**config.mk**
```make
export PLATFORM = sky130hd
export DESIGN_NAME = updown_btn_ctrl
export DESIGN_NICKNAME = d
export VERILOG_FILES = /design/src/rtl/updown_pkg.sv /design/src/rtl/btn_debounce.sv /design/src/rtl/updown_btn_ctrl.sv
export SDC_FILE = /design/constraint.sdc
export NUM_CORES = 1
export LEC_CHECK = 0
export ABC_AREA = 1
export BUFFER_PORTS_ARGS = -buffer_cell sky130_fd_sc_hd__clkbuf_2
export CAP_MARGIN = 40
export CORE_MARGIN = 2
export CORE_UTILIZATION = 30
export CTS_CLUSTER_SIZE = 28
export DETAILED_ROUTE_END_ITERATION = 8
export SKIP_LAST_GASP = 1
export SLEW_MARGIN = 10
export SYNTH_ARGS = -nofsm -noshare
export SYNTH_HDL_FRONTEND = slang
export SYNTH_SLANG_ARGS = --single-unit
```
**constraint.sdc**
```tcl
create_clock -name clk -period 2.1 [get_ports clk]
set_clock_uncertainty 0.05 [all_clocks]
set_input_delay 0.63 -clock clk [delete_from_list [all_inputs] [get_ports clk]]
set_output_delay 0.63 -clock clk [all_outputs]
set_load 0.05 [all_outputs]
```
**src/rtl/updown_pkg.sv**
```systemverilog
// Shared types and default timing constants for the up/down pushbutton controller.
// The state enum is used by the controller FSM; the defaults seed every parameter list.
package updown_pkg;

    typedef enum logic [1:0] {
        ST_IDLE,
        ST_DELAY,
        ST_REPEAT,
        ST_LOCKOUT
    } state_t;

    localparam int DEFAULT_DEBOUNCE_CYCLES = 4;
    localparam int DEFAULT_HOLD_CYCLES     = 20;
    localparam int DEFAULT_REPEAT_CYCLES   = 8;

    function automatic int max_int(input int a, input int b);
        return (a > b) ? a : b;
    endfunction

endpackage

```
**src/rtl/btn_debounce.sv**
```systemverilog
// Two-flop synchronizer followed by a consecutive-cycle debouncer for one raw pushbutton.
// The accepted level flips only after the synchronized level disagrees for DEBOUNCE_CYCLES cycles.
module btn_debounce
    import updown_pkg::*;
#(
    parameter int DEBOUNCE_CYCLES = DEFAULT_DEBOUNCE_CYCLES
) (
    input  logic clk,
    input  logic reset,
    input  logic btn,
    output logic level
);

    localparam int              CW       = $clog2(DEBOUNCE_CYCLES) + 1;
    localparam logic [CW-1:0]   CNT_LAST = CW'(DEBOUNCE_CYCLES - 1);

    logic          sync_q1;
    logic          sync_q2;
    logic [CW-1:0] cnt;

    // NOTE: every register here uses <= so the synchronizer stages shift by
    // exactly one flop per edge regardless of statement order.
    always_ff @(posedge clk or posedge reset) begin
        if (reset) begin
            sync_q1 <= 1'b0;
            sync_q2 <= 1'b0;
            cnt     <= '0;
            level   <= 1'b0;
        end else begin
            sync_q1 <= btn;
            sync_q2 <= sync_q1;
            if (sync_q2 == level) begin
                cnt <= '0;
            end else if (cnt >= CNT_LAST) begin
                // Final disagreeing cycle: accept the new level; the >= keeps the count from wrapping.
                level <= sync_q2;
                cnt   <= '0;
            end else begin
                cnt <= cnt + 1'b1;
            end
        end
    end

endmodule

```
**src/rtl/updown_btn_ctrl.sv**
```systemverilog
// Turns two debounced pushbuttons into count-enable pulses with a direction for a 2-bit
// up/down counter: one step per press, then auto-repeat while held; both buttons lock out.
module updown_btn_ctrl
    import updown_pkg::*;
#(
    parameter int DEBOUNCE_CYCLES = DEFAULT_DEBOUNCE_CYCLES,
    parameter int HOLD_CYCLES     = DEFAULT_HOLD_CYCLES,
    parameter int REPEAT_CYCLES   = DEFAULT_REPEAT_CYCLES
) (
    input  logic clk,
    input  logic reset,
    input  logic btn_up,
    input  logic btn_down,
    output logic step,
    output logic UpDown,
    output logic held
);

    localparam int            TW          = $clog2(max_int(HOLD_CYCLES, REPEAT_CYCLES));
    localparam logic [TW-1:0] HOLD_LAST   = TW'(HOLD_CYCLES - 1);
    localparam logic [TW-1:0] REPEAT_LAST = TW'(REPEAT_CYCLES - 1);

    logic          up_level;
    logic          down_level;
    logic          active_level;
    logic          other_level;
    logic [TW-1:0] interval_last;
    logic [TW-1:0] timer;
    state_t        state;

    btn_debounce #(.DEBOUNCE_CYCLES(DEBOUNCE_CYCLES)) u_deb_up (
        .clk   (clk),
        .reset (reset),
        .btn   (btn_up),
        .level (up_level)
    );

    btn_debounce #(.DEBOUNCE_CYCLES(DEBOUNCE_CYCLES)) u_deb_down (
        .clk   (clk),
        .reset (reset),
        .btn   (btn_down),
        .level (down_level)
    );

    // UpDown always names the button that produced the last step, so it selects the active one.
    // NOTE: every output of this always_comb is assigned on every path, so no latch is inferred.
    always_comb begin
        active_level  = UpDown ? up_level   : down_level;
        other_level   = UpDown ? down_level : up_level;
        interval_last = (state == ST_DELAY) ? HOLD_LAST : REPEAT_LAST;
    end

    always_ff @(posedge clk or posedge reset) begin
        if (reset) begin
            state  <= ST_IDLE;
            timer  <= '0;
            step   <= 1'b0;
            UpDown <= 1'b0;
            held   <= 1'b0;
        end else begin
            step  <= 1'b0;
            timer <= timer + 1'b1;
            case (state)
                ST_IDLE: begin
                    timer <= '0;
                    if (up_level && down_level) begin
                        state <= ST_LOCKOUT;
                    end else if (up_level || down_level) begin
                        state  <= ST_DELAY;
                        step   <= 1'b1;
                        UpDown <= up_level;
                    end
                end
                ST_DELAY, ST_REPEAT: begin
                    // Conflict beats release, and release beats a timer expiry in the same cycle.
                    if (other_level) begin
                        state <= ST_LOCKOUT;
                        timer <= '0;
                        held  <= 1'b0;
                    end else if (!active_level) begin
                        state <= ST_IDLE;
                        timer <= '0;
                        held  <= 1'b0;
                    end else if (timer == interval_last) begin
                        state <= ST_REPEAT;
                        step  <= 1'b1;
                        timer <= '0;
                        held  <= 1'b1;
                    end
                end
                ST_LOCKOUT: begin
                    timer <= '0;
                    if (!up_level && !down_level) begin
                        state <= ST_IDLE;
                    end
                end
                default: begin
                    state <= ST_IDLE;
                    timer <= '0;
                    held  <= 1'b0;
                end
            endcase
        end
    end

endmodule

```
==> results.cfg <==
[pwr]
p_leak_nw = 0.612
power.density_nw_per_um2 = 1210
peakVddDrop_mv = 0.250

[timing]
rsz0062_at_grt = false
hold_viol = 0
relSlewSlack_pct = 72.5
drv_slew = 0
fin_crit_sh_pct = 81.3
setup_tns_ns = 0
tightestPinTransition_ns = 0.412
fin_worst_hold_slack_ns = 0.226
fin_crit_ns = 1.71
final-setup-viol-count = 0
fmax_mhz = 585

[job]
max-cap-violations = 0

[synth]
synth_fp_nets = 125
yosysWarningCount = 0
netlist_area_um2 = 1070
yosysSeqAreaShare_pct = 51.6
synth_cells = 109
yosysUniqueCellTypes = 22
postSynthAreaPerCell_um2 = 9.79
ys_ff_latch = 22

[critical_path]
critPathRequiredTime_ns = 1.42
crit_fanout = 5
start_kind = flip-flop
path_buf_inv = 1
end_kind = output pin
reg2regPathDepth = 6
path_class = flip-flop to output pin
cpPeakStageDelay_ns = 0.43
critical-path-top-delay-family = flip-flops
crit_arrival_ns = 1.03
path_cells = clkbuf_2
cp.depth = 1
critPathSlowestCell = dfrtp_1

[global_routing]
grt.total_usage_pct = 9.65
grt_pass1_wl_um = 3020
grt_max_degree = 13
grt_antenna_before_repair = 0
grt_pass1_vias = 721
overflow = 0

[place]
io_buffer_count = 6
dp_hpwl_um = 1310
gp_congestion = 0.749

[clock_network]
clock_latency_ns = 0.30
cts-htree-levels = 1
cts.reportedPaths.clkPinSlew_ns = 0.12
cts_root_buffer = clkbuf_4
cts-resized-gates = 0
cts_tree = done
cts_sinks = 22
ctsHoldBuffers = 0
cts_setup_buffers = 0
clockBufferDepth = 2
numCtsBuffers = 3

[route]
ant_nets = 0
via_count = 715
routed_wl_um = 1670
drtPass1Iterations = 4
vias_per_cell = 4.31
post_drt_wl_per_cell_um = 10.1
drt_iter0_drc = 22
drc = 0

[hold_path]
holdCritPathClass = primary input to asynchronous set/reset pin

[cells_and_area]
layout_commonest_cell = dfrtp_1
final_cell_mix = 22 x dfrtp_1, 18 x nand2_1, 12 x nor2_1, 12 x inv_1, 12 x ha_1
n_fill_cell = 349
diodes = 0
area_growth_pct = 12.3
final_core_util_pct = 35.4
nNetsFinal = 137
drive_gt1_share_pct = 14.2

[outcome]
status = complete, no violations

[floorplanning]
rows = 21
die_width_um = 63.6
die_h_um = 63.6
dieArea_um2 = 4050
pin_count = 7
start_util_pct = 31.5
core_area_um2 = 3390
cells by family after synthesis:
kind of cell               count (synthesis)  share of synthesized area, %
xor gates and xnor gates                   5                          4.10
DFF                                       22                          51.6
and+or+nand+nor                           45                          18.4
adders and majority gates                 12                          14.1
buffers and inverters                     13                          4.57
AOI/OAI and AO/OA                         12                          7.27
worst paths after layout:
check,to,slack [ns],startpoint
max in group asynchronous,step,1.26,reset
min in group clk,u_deb_up.sync_q2,0.31,u_deb_up.sync_q1
setup reg to reg,state[1],0.57,state[0]
hold reg to reg,u_deb_up.sync_q2,0.31,u_deb_up.sync_q1
setup / recovery,UpDown,0.39,UpDown
hold / removal,u_deb_down.sync_q2,0.23,reset
state kept, by name (all words and copies together), names as in the netlist, 2 cells and up:
register,flops
state,2
timer,5
u_deb_up.cnt,3
u_deb_down.cnt,3
power breakdown:
part	switching (mW)	internal, mW
sequential	0.0919	0.527
combinational	0.386	0.223
clock	0.119	0.106
cell type report:
| cell class | instances | area (um^2) | share of cell area (%) |
|---|---|---|---|
| clock buffers | 4 | 36.3 | 3.03 |
| inverters | 13 | 48.8 | 4.07 |
| multi-input cells | 74 | 468 | 39.0 |
| flip-flops and latches | 22 | 551 | 45.9 |
| well taps | 46 | 57.6 | 4.80 |
| repair buffers | 7 | 37.5 | 3.13 |
Yosys cell counts:
cell / n / share of area [%]
nand3_1: 7 / 3.3
a21oi_1: 2 / 0.94
a21oi_2: 1 / 0.82
xnor2_1: 2 / 1.6
o21ai_2: 1 / 0.82
nor2_1: 12 / 4.2
inv_2: 1 / 0.35
inv_1: 12 / 4.2
nor3_1: 2 / 0.94
nand2_2: 3 / 1.8
nand2_1: 18 / 6.3
and3_1: 1 / 0.59
xor2_1: 3 / 2.5
dfrtp_1: 22 / 52
a31oi_1: 1 / 0.59
a211o_1: 1 / 0.82
nand4_1: 1 / 0.59
a22oi_1: 1 / 0.70
o21ai_0: 4 / 1.9
ha_1: 12 / 14
nor3b_1: 1 / 0.70
o31ai_1: 1 / 0.70
layer usage:
| layer | vias to the layer above | global-route usage, % | wire length [um] |
|---|---|---|---|
| li1 | 377 | - | - |
| met1 | 330 | 11.5 | 802 |
| met2 | 6 | 15.8 | 814 |
| met3 | 2 | 1.61 | 30 |
| met4 | 0 | 6.52 | 27 |
| met5 | - | 0 | 0 |
through the flow:
step / cell area (um^2) / std cells / worst slack, ns / total power, mW
after floorplan: 1070 / 109 / 0.705 / 1.10
after CTS: 1200 / 166 / 0.356 / 1.48
final: 1200 / 166 / 0.392 / 1.45
after detailed placement: 1160 / 162 / 0.621 / 1.24
after global placement: 1160 / 162 / 0.654 / 1.22
after global routing: 1200 / 166 / 0.308 / 1.60
Note: power is estimated with default switching activity, not from simulation.
